**src/rtl/result_reorder_buffer.sv**
```systemverilog
// Completion reorder buffer: captures tagged results in per-tag slots and
// retires them strictly in ascending tag order through a valid/ready port.
module result_reorder_buffer #(
    parameter int TAG_W = 3,
    parameter int RES_W = 32
) (
    input  logic             clk,
    input  logic             reset,
    input  logic             in_valid,
    input  logic [RES_W-1:0] in_result,
    input  logic [TAG_W-1:0] in_rtag,
    input  logic             in_error,
    input  logic             out_ready,
    output logic             out_valid,
    output logic [RES_W-1:0] out_result,
    output logic [TAG_W-1:0] out_tag,
    output logic             out_error,
    output logic [TAG_W:0]   occupancy,
    output logic             dup_error
);

    localparam int DEPTH = 2 ** TAG_W;
    localparam logic [TAG_W-1:0] HEAD_ONE = {{(TAG_W-1){1'b0}}, 1'b1};
    localparam logic [TAG_W:0]   OCC_ONE  = {{TAG_W{1'b0}}, 1'b1};

    logic [DEPTH-1:0] full_q, full_d;
    logic [RES_W-1:0] res_q [DEPTH];
    logic [RES_W-1:0] res_d [DEPTH];
    logic [DEPTH-1:0] err_q, err_d;
    logic [TAG_W-1:0] head_q, head_d;
    logic [TAG_W:0]   occ_q, occ_d;
    logic             dup_q, dup_d;

    logic wr_s;
    logic rt_s;

    // Duplicate detection looks at the full bit before any same-cycle retire.
    always_comb begin
        wr_s  = in_valid & ~full_q[in_rtag];
        dup_d = in_valid & full_q[in_rtag];
        rt_s  = full_q[head_q] & out_ready;
    end

    // Next-state for slot storage, head pointer and occupancy.
    always_comb begin
        full_d = full_q;
        err_d  = err_q;
        res_d  = res_q;
        head_d = head_q;
        occ_d  = occ_q;
        if (wr_s) begin
            full_d[in_rtag] = 1'b1;
            res_d[in_rtag]  = in_result;
            err_d[in_rtag]  = in_error;
        end else begin
            full_d[in_rtag] = full_q[in_rtag];
        end
        if (rt_s) begin
            full_d[head_q] = 1'b0;
            head_d         = head_q + HEAD_ONE;
        end else begin
            head_d = head_q;
        end
        if (wr_s && !rt_s) begin
            occ_d = occ_q + OCC_ONE;
        end else if (rt_s && !wr_s) begin
            occ_d = occ_q - OCC_ONE;
        end else begin
            occ_d = occ_q;
        end
    end

    // State registers; reset also clears slot data so the head port reads zero.
    always_ff @(posedge clk) begin
        if (reset) begin
            full_q <= {DEPTH{1'b0}};
            err_q  <= {DEPTH{1'b0}};
            head_q <= {TAG_W{1'b0}};
            occ_q  <= {(TAG_W+1){1'b0}};
            dup_q  <= 1'b0;
            for (int i = 0; i < DEPTH; i++) begin
                res_q[i] <= {RES_W{1'b0}};
            end
        end else begin
            full_q <= full_d;
            err_q  <= err_d;
            head_q <= head_d;
            occ_q  <= occ_d;
            dup_q  <= dup_d;
            for (int i = 0; i < DEPTH; i++) begin
                res_q[i] <= res_d[i];
            end
        end
    end

    // Output port reads only registered state.
    always_comb begin
        out_valid  = full_q[head_q];
        out_result = res_q[head_q];
        out_error  = err_q[head_q];
        out_tag    = head_q;
        occupancy  = occ_q;
        dup_error  = dup_q;
    end

endmodule

```
**config.mk**
```make
export PLATFORM = sky130hd
export DESIGN_NAME = result_reorder_buffer
export DESIGN_NICKNAME = d
export VERILOG_FILES = /design/src/rtl/result_reorder_buffer.sv
export SDC_FILE = /design/constraint.sdc
export NUM_CORES = 1
export LEC_CHECK = 0
export CAP_MARGIN = 20
export CORE_MARGIN = 2
export CORE_UTILIZATION = 59
export CTS_CLUSTER_DIAMETER = 150
export CTS_CLUSTER_SIZE = 8
export DETAILED_ROUTE_END_ITERATION = 8
export PLACE_DENSITY = 0.79
export SETUP_SLACK_MARGIN = 0.2
export SKIP_CTS_REPAIR_TIMING = 1
export SYNTH_ARGS = -nofsm -noshare
export SYNTH_HDL_FRONTEND = slang
export SYNTH_SLANG_ARGS = --single-unit
```
**constraint.sdc**
```tcl
create_clock -name clk -period 3.65 [get_ports clk]
set_input_delay 0.9125 -clock clk [delete_from_list [all_inputs] [get_ports clk]]
set_output_delay 0.9125 -clock clk [all_outputs]
set_load 0.01 [all_outputs]
```
==> impl_table.tex <==
\begin{tabular}{lr}
\hline
Metric & Value \\
\hline
\multicolumn{2}{l}{\textbf{Cells and area}} \\
\quad Leading cell type in the layout, fill and taps excluded & nand2\_1 \\
\quad Sequential cell area & $\sim$5600 um2 \\
\quad Final antenna diode count & 0 \\
\quad Relative area change from synthesis to final layout & 17.2\% \\
\quad Share of the core filled with cells & a little over two thirds \\
\quad Fill count & between 1.5k and 2k \\
\quad Final \#Nets & between 1.5k and 2k \\
\quad Fraction of layout cells with a size suffix above 1 & approximately 15\% \\
\quad Multi-input combinational cell area & 6030 um2 \\
\quad Commonest cells after routing, fill and taps aside & 531 x nand2\_1, 277 x dfxtp\_1, 267 x a21oi\_1 \\
\quad Post-route cell area & roughly 15000 um2 \\
\multicolumn{2}{l}{\textbf{GRT}} \\
\quad Global-route wire length before repair & 51300 um \\
\quad Maximum number of pins on one net before global-route repair & approximately 130 \\
\quad Number of global-route vias before repair & 9895 \\
\quad Overall track demand over capacity in global routing & 29.0\% \\
\quad Total gr overflow & 0 \\
\quad Initial antenna violation count & 0 \\
\multicolumn{2}{l}{\textbf{Synthesis}} \\
\quad Cell area after synthesis & 12500 um2 \\
\quad Yosys warns & 0 \\
\quad Mean post-synth cell area & around 8.8 um2 \\
\quad Post-Synthesis Net Count & $\sim$1.5k \\
\quad Flip-flop cell with the highest count after synthesis & dfxtp\_1 \\
\quad Count of unique library cells instantiated by Yosys & 42 \\
\quad Async SR Flop Fraction & 0\% \\
\quad Number of enable-type register cells in the synthesized netlist & 0 \\
\quad Number of standard cells after synthesis & $\sim$1.4k \\
\quad \#FFs+latches synth & 280 \\
\quad Share of the yosys chip area belonging to registers & 44.8\% \\
\multicolumn{2}{l}{\textbf{Route}} \\
\quad Via total after detailed routing & slightly above 10k \\
\quad Detailed-router iteration count before antenna repair & 6 \\
\quad Number of routed nets with antenna violations & 0 \\
\quad Final routed wirelength across all metal layers & 32900 um \\
\quad Initial drt markers & approximately 900 \\
\quad Post-detailed-route wirelength per cell & about 19 um \\
\quad Routed via count divided by cell count & slightly below 6 \\
\quad Number of design rule violations left after detail routing & 0 \\
\multicolumn{2}{l}{\textbf{Timing}} \\
\quad Total Negative Setup Slacks & 0 ns \\
\quad Number of hold violations in the final report & 0 \\
\quad Max Clock Freq & a little under 0.3 GHz \\
\quad Clock skew after layout & between 0.01 and 0.015 ns \\
\quad Fin crit share & 94.6\% \\
\quad Worst Max-Slew Pin Slew & $\sim$0.86 ns \\
\quad Unrepaired setup endpoints after global routing & true \\
\quad Remaining max-slew budget at the tightest pin & 42.9\% \\
\quad Number of max-slew violations in the final report & 0 \\
\quad Final setup violation count & 0 \\
\quad Min cycle time layout & approximately 3.5 ns \\
\multicolumn{2}{l}{\textbf{Run}} \\
\quad Reported max-cap violation count & 0 \\
\multicolumn{2}{l}{\textbf{Floorplanning}} \\
\quad Top-level port count & 82 \\
\quad Floorplan die height & approximately 150 um \\
\quad Initial standard-cell utilization of the core & $\sim$60\% \\
\quad Area inside the core boundary & about 21000 um2 \\
\quad Site Rows & 53 \\
\quad Die boundary width & roughly 150 um \\
\quad Full die area & approximately 22000 um2 \\
\multicolumn{2}{l}{\textbf{Worst setup path}} \\
\quad Worst setup path class & flop to primary output \\
\quad Critical Path AT & approximately 2.5 ns \\
\quad Crit-path max FO & 11 \\
\quad Critical path capture point type & primary output \\
\quad Critical Path Start Type & flop \\
\quad Endpoint required time on the critical path & roughly 2.7 ns \\
\multicolumn{2}{l}{\textbf{Placed design}} \\
\quad Sum of net half-perimeters after detailed placement & $\sim$18000 um \\
\quad \# port buffers & 81 \\
\quad Routability Congestion & around 0.78 \\
\quad Instance area after placement & 13300 um2 \\
\multicolumn{2}{l}{\textbf{Power}} \\
\quad Largest voltage drop on the vdd net & 0.000486 V \\
\quad Leakage & around 5.2 nW \\
\quad Pwr dens & around 470 nW/um2 \\
\quad Power after layout & $\sim$0.0069 W \\
\multicolumn{2}{l}{\textbf{Clock network}} \\
\quad TritonCTS clock tree & yes \\
\quad Clock-pin slew on the worst setup and hold paths & 0.05 ns \\
\quad Clock sink count & between 200 and 300 \\
\quad CTS max path bufs & 3 \\
\quad CTS HTree Levels & 2 \\
\quad Number of buffers added by the clock tree synthesis step & 40 \\
\quad CTS Root Buffer Type & clkbuf\_16 \\
\quad Clock latency on the worst-skew pair & approximately 0.52 ns \\
\multicolumn{2}{l}{\textbf{Worst hold path}} \\
\quad Classification of the worst-slack hold path & flop to flop \\
\multicolumn{2}{l}{\textbf{Outcome}} \\
\quad Status & finished clean \\
\hline
\end{tabular}
-- cell type report --
type / count / area share [%]
flip-flops and latches: 280 / 38.3
repair buffers: 159 / 10.7
clock inverters: 1 / 0.111
inverters: 4 / 0.102
multi-input cells: 987 / 41.2
well taps: 275 / 2.35
clock buffers: 44 / 7.23
-- metrics by stage --
stage | instances | setup slack [ns] | hold WS, ns
finish | 1750 | 0.198 | 0.451
global route | 1750 | 0.172 | 0.462
CTS | 1722 | -0.0177 | 0.449
detailed placement | 1677 | -0.244 | 0.442
global placement | 1677 | -0.169 | 0.438
floorplan | 1419 | 0.454 | 0.432
-- cell families after synthesis --
| group | Yosys count | synth area share, % |
|---|---|---|
| DFF | 280 | 44.8 |
| and+or+nand+nor | 588 | 19.1 |
| adders and majority gates | 5 | 0.560 |
| AOI/OAI and AO/OA | 281 | 11.6 |
| buffers and inverters | 152 | 7.17 |
| xor gates and xnor gates | 2 | 0.140 |
| muxes | 111 | 16.6 |
-- synth_stat cells (5+ instances only) --
master	number	area share [%]
a21oi_1	267	11
a311oi_1	6	0.42
buf_2	76	3.0
buf_6	21	1.9
clkbuf_1	42	1.3
clkbuf_8	5	0.55
dfxtp_1	280	45
mux2_2	37	3.3
mux2i_1	6	0.48
mux4_1	16	3.4
mux4_2	51	9.2
nand2_1	531	16
nand2b_1	5	0.25
nor2_1	22	0.66
nor2b_1	5	0.25
-- power by group --
part | leakage [nW] | switching (W) | total [W] | internal [W]
Sequential | 2.27 | 0.0000461 | 0.00318 | 0.00314
Clock | 0.527 | 0.00124 | 0.00325 | 0.00201
Combinational | 2.41 | 0.000285 | 0.000492 | 0.000207
Total | 5.21 | 0.00157 | 0.00693 | 0.00536
-- routing by layer --
| metal | GRT usage (%) | vias to the layer above | wire length (um) |
|---|---|---|---|
| li1 | - | 4847 | - |
| met4 | 11.1 | 0 | 780 |
| met2 | 48.6 | 407 | 16300 |
| met5 | 0 | - | 0 |
| met3 | 4.39 | 69 | 2490 |
| met1 | 37.9 | 5017 | 13300 |
-- worst max-delay path, cell delays in order (launching register included) --
cell and delay [ns]:
dfxtp_4 0.44, buf_6 0.16, buf_4 0.14, clkbuf_16 0.17, mux4_2 0.31, mux2_2 0.31, clkdlybuf4s50_1 0.48
-- state kept, by name (all words and copies together) (netlist names) --
register,cells
res_q,256
err_q,8
full_q,8
occupancy,4
out_tag,3
dup_error,1
-- final timing paths --
| check | cells after the start | to | slack [ns] | start |
|---|---|---|---|---|
| setup / recovery | 6 | out_result[28] | 0.20 | out_tag[0]$_SDFFE_PP0N_ |
| setup reg to reg | 13 | occupancy[3]$_SDFFE_PP0P_ | 0.57 | out_tag[0]$_SDFFE_PP0N_ |
| hold / removal | 2 | res_q[120]$_SDFFE_PP0P_ | 0.45 | res_q[120]$_SDFFE_PP0P_ |
| hold reg to reg | 2 | res_q[120]$_SDFFE_PP0P_ | 0.45 | res_q[120]$_SDFFE_PP0P_ |
No activity file was read; power rests on OpenSTA's default activity.
==> patch 1: new RTL, config.mk and constraints unchanged <==
The parameter `TAG_W` goes from 3 to 2.
--- a/src/rtl/result_reorder_buffer.sv
+++ b/src/rtl/result_reorder_buffer.sv
@@ -3,3 +3,3 @@
 module result_reorder_buffer #(
-    parameter int TAG_W = 3,
+    parameter int TAG_W = 2,
     parameter int RES_W = 32
Interface: changed (resized in_rtag, occupancy and out_tag); port bits go from 82 to 79. No check against the original RTL was run, so the function may have changed too.
==> patch 1 against the original RTL <==
Cell area is 48% lower. Via count is 50% lower. Sequential cell count is 138 lower. Synthesized area is 50% lower. Total power is 45% lower. Critical path depth is 1 lower. Routed wire length is 53% lower. Worst setup slack better by 0.21 ns. Cell count is 49% lower. Sequential share of layout area is 1.3 points lower. Critical path type unchanged.
==> patch 1: results (changes against the original RTL) <==
| Metric | Value |
|---|---|
| Status | `finished, final reports clean` |
| Post-synthesis adder-cell area fraction | `0.0132 (+0.00762)` |
| Worst Hold Endpoint | `res_q[73]` |
| Placed wire-length estimate | `9080 um (-50%)` |
| Total clock sinks | `142 (-49%)` |
| Highest net fanout along the worst path | `15 (+4)` |
| Clock tree cell share of total cell area | `0.0805 (+0.00711)` |
| Met1 Usage GRT | `0.348 (-0.0303)` |
| Total Wirelength | `15500 um (-53%)` |
| Share of power burned in combinational logic | `0.094 (+0.023)` |
| Share of final-layout standard cells stronger than drive strength 1 | `0.212 (+0.0605)` |
| Clkbuf count | `19 (-57%)` |
| Total CTS buffers | `17 (-57%)` |
| Sum of met3 wire segment lengths after detailed routing | `1090 um (-56%)` |
| Clock root buffer | `clkbuf_8` |
| Worst path max stage delay | `0.59 ns (+0.11 ns)` |
| Hold path startpoint | `res_q[73]` |
| Avg Vias per Cell | `5.84 (-1.2%)` |
| Multi-input gates | `475 (-52%)` |
| Termination of the worst setup path | `out_valid` |
| Largest voltage drop on the vdd net | `0.000329 V (-32%)` |
| Drt first-iter violations | `447 (-49%)` |
| Port Buffers | `78 (-3.7%)` |
| Layout buffer count excluding clock buffers | `104 (-35%)` |
| Post-synthesis cell count | `680 (-52%)` |
| Leakage power figure | `2.61 nW (-50%)` |
| Met3 global-route usage | `0.0584 (+0.0145)` |
| Worst-case reg-to-reg path depth | `10 (-3)` |
| Pre-CTS setup slack | `0.267 ns (+0.511 ns)` |
| Vias in the first global route | `5353 (-46%)` |
| WL met1 | `6210 um (-53%)` |
| Reg-to-Reg End | `occupancy[2]` |
| Pin count of the biggest net entering global routing | `88 (-30%)` |
| Detailed-routing iteration count for the pre-antenna-repair pass | `5 (-1)` |
| Compound-gate portion of the synthesized area | `0.137 (+0.0211)` |
| Slowest cell on the critical path | `dfxtp_2` |
| Vias | `5217 (-50%)` |
| M2 GR Usage | `0.484 (-0.00262)` |
| Worst-case clock skew | `0.00833 ns (-0.00256 ns)` |
| Number of nets at the end of the flow | `791 (-48%)` |
| Final-layout non-clock buffer area share | `0.130 (+0.0232)` |
| Top post-synthesis cells by area | `dfxtp_1, nand2_1, mux4_2, a21oi_1, a21oi_2` |
| Number of different library cells in the post-synthesis netlist | `34 (-19%)` |
| First-pass GRT wire length | `25500 um (-50%)` |
| R2r setup slk | `0.90 ns (+0.33 ns)` |
| Number of ordinary inverters in the final layout | `6 (+2)` |
| Most used standard cells in the synthesized netlist | `nand2_1, dfxtp_1, a21oi_1, mux4_2` |
| Xor and xnor area share after synthesis | `0.00281 (+0.00140)` |
| Area of the multi-input gates | `3020 um^2 (-50%)` |
| Final RePlAce weighted congestion | `0.807 (+4.1%)` |
| Placed cell count | `863 (-49%)` |
| Clock group total power | `0.00178 W (-45%)` |
| Detailed-routed wire length on met2 | `8000 um (-51%)` |
| Largest regs | `res_q (128), err_q (4), full_q (4)` |
patch 1: changes by cell type after synthesis, moves of 17 or more:
cell      unedited run  this run
nand2_1            531       235
a21oi_1            267       104
dfxtp_1            280       142
buf_2               76        11
mux2_2              37         0
a21oi_2              0        30
nand2_2              1        30
clkbuf_1            42        24
mux4_2              51        34
nor2_1              22         5
patch 1: worst register-to-register path, cell delays in order, from the launching register on:
cell	delay, ns
dfxtp_2	0.59
buf_4	0.28
mux2_4	0.33
o2bb2ai_2	0.17
inv_2	0.11
ha_1	0.18
inv_1	0.06
fa_1	0.37
xor2_1	0.16
or3_1	0.30
a21oi_1	0.14
patch 1: through the flow:
step	instance area [um^2]	util	hold slack (ns)	total power, W
after floorplan	6240	-	0.433	0.00188
after global placement	7060	0.684	0.439	0.00202
after CTS	7680	0.744	0.455	0.00380
after global routing	7680	0.744	0.470	0.00391
final	7680	0.744	0.452	0.00379
after detailed placement	7060	0.684	0.446	0.00203
==> patch 2: new RTL, config.mk and constraints unchanged <==
Without the edit above. Make the reset (`reset`) asynchronous in one clocked block.
--- a/src/rtl/result_reorder_buffer.sv
+++ b/src/rtl/result_reorder_buffer.sv
@@ -73,3 +73,3 @@
     // State registers; reset also clears slot data so the head port reads zero.
-    always_ff @(posedge clk) begin
+    always_ff @(posedge clk or posedge reset) begin
         if (reset) begin
Check against the original RTL: differs if reset is asserted again (counterexample within 4 cycles, from zero or initial values and one cycle with reset high); with reset held inactive, the same outputs for 4 cycles.
==> patch 2 against the original RTL <==
Sequential cell count unchanged. Cell area increased by 6.9%. Worst setup slack got worse by 0.012 ns. Highest routed layer unchanged. Synthesized area increased by 4.5%. Critical path depth decreased by 2. Routed wire length decreased by 9.7%. Clock skew decreased by 0.0010 ns.
Power is not compared: it rests on default switching activity, and its combinational part moved more than twofold at a synthesized area within 25%.
==> patch 2: results (changes against the original RTL) <==
| Metric | Value |
|---|---|
| Worst path max stage delay | `0.55 ns (+0.07 ns)` |
| Pre-CTS setup slack | `0.0178 ns (+0.262 ns)` |
| Final RePlAce weighted congestion | `0.881 (+14%)` |
| Number of nets at the end of the flow | `996 (-34%)` |
| Ant diodes | `0 (unchanged)` |
| Worst-case reg-to-reg path depth | `11 (-2)` |
| Vias in the first global route | `8595 (-13%)` |
| Filler Cell Count | `1322 (-16%)` |
| Top cell family by delay on the critical path | `multiplexers` |
| Placed cell count | `1174 (-30%)` |
| Tightest Hold Check Type | `reg -> reg` |
| Xor and xnor area share after synthesis | `0.00268 (+0.00128)` |
| Placed wire-length estimate | `17800 um (-2.3%)` |
| Share of flip-flops with an asynchronous set or reset after synthesis | `1.00 (+1.00)` |
| Worst-case clock skew | `0.00987 ns (-0.00102 ns)` |
| GRT Resource Usage Total | `0.262 (-0.0272)` |
| Drt first-iter violations | `480 (-45%)` |
| Top post-synthesis cells by area | `dfrtp_1, mux2_2, mux4_2, mux2_4, nand2_1` |
| Total cell area at the placement stage | `14400 um^2 (+8.8%)` |
| R2r setup slk | `0.71 ns (+0.14 ns)` |
| Average size of a mapped cell | `15.8 um^2 (+79%)` |
| First-pass GRT wire length | `48400 um (-5.7%)` |
| Worst hold path stage count | `1 (-1)` |
| Number of different library cells in the post-synthesis netlist | `48 (+14%)` |
| Most used standard cells in the synthesized netlist | `dfrtp_1, mux2_2, mux4_2, nand2_1, mux2_4` |
| Hold path startpoint | `occupancy[3]` |
| Compound-gate portion of the synthesized area | `0.0143 (-0.102)` |
| Worst Hold Endpoint | `occupancy[3]` |
| Reg-to-Reg End | `occupancy[3]` |
| Total Wirelength | `29700 um (-9.7%)` |
| Post-synthesis adder-cell area fraction | `0.00536 (-0.000240)` |
| First element of the critical path | `out_tag[0]` |
| Share of final-layout standard cells stronger than drive strength 1 | `0.482 (+0.330)` |
| Beginning of the worst register-to-register path | `out_tag[2]` |
| Critical path data arrival time | `2.55 ns (about the same)` |
| Synth top area share | `0.536 (+0.0881)` |
| Pin count of the biggest net entering global routing | `110 (-12%)` |
| Tightest slew margin relative to the limit | `0.348 (-0.0811)` |
| Drt wl/cell | `24.1 um (+28%)` |
| Clock root buffer | `clkbuf_16` |
| Status | `finished, final reports clean` |
| Number of antenna violations at the first check in global routing | `0 (unchanged)` |
| Mux cell area share after synthesis | `0.383 (+0.217)` |
| Termination of the worst setup path | `out_result[1]` |
| Slowest cell on the critical path | `mux4_2` |
| Detailed-routing iteration count for the pre-antenna-repair pass | `7 (+1)` |
| Highest net fanout along the worst path | `20 (+9)` |
| Synthesized netlist net count | `871 (-41%)` |
| Sequential share of the synthesized area | `0.536 (+0.0881)` |
| Vias | `7707 (-25%)` |
[patch 2: cell count changes in the layout (fill, tap and decap cells not counted), moves of 6 or more]
cell     delta
buf_12      +6
a21oi_1   -261
mux2_4     +60
nand2_1   -467
mux4_2     +18
nor2_1     -14
mux4_1     -16
dfxtp_1   -277
mux2_2    +184
buf_4      -32
dfrtp_1   +277
[patch 2: final cells by class]
class / instances / area [um^2] / share of cell area
Sequential cell: 280 / 7020 / 0.448
Multi-Input combinational cell: 486 / 5760 / 0.368
Timing Repair Buffer: 134 / 1460 / 0.0932
Clock buffer: 41 / 1000 / 0.0642
Tap cell: 280 / 350 / 0.0224
Inverter: 9 / 41.3 / 0.00264
Clock inverter: 2 / 25.0 / 0.00160
[patch 2: worst reg2reg max path: cells and delay by family, from the launching register on]
family	cells	cell delay, ns
XOR/XNOR	1	0.14
multiplexers	3	0.99
AND/OR/NAND/NOR	1	0.13
buffers and inverters	3	0.44
flip-flops	1	0.50
AO/OA/AOI/OAI	1	0.18
adder cells (fa/ha/maj)	2	0.48
[patch 2: kinds of logic (layout without fill, tap and decap cells)]
group / count (synthesis) / after routing
fa+ha+maj: 5 / 5
mux: 355 / 355
xor+xnor: 4 / 4
buf+inv: 60 / 186
flops: 280 / 280
simple gates: 96 / 96
compound gates: 26 / 26
[patch 2: power breakdown]
group	leakage, nW	internal [W]	switching, W
Combinational	3.07	0.00378	0.00227
Sequential	3.41	0.00449	0.000868
Clock	0.506	0.00193	0.00125
Total	6.98	0.0102	0.00439
[patch 2: metal layers]
metal  global-route usage  part of all wire  up-vias
li1                     -                 -     3287
met1                0.361              0.42     4125
met2                0.433              0.51      234
met3               0.0427             0.048       61
met4               0.0851             0.023        0
met5                    0                 0        -
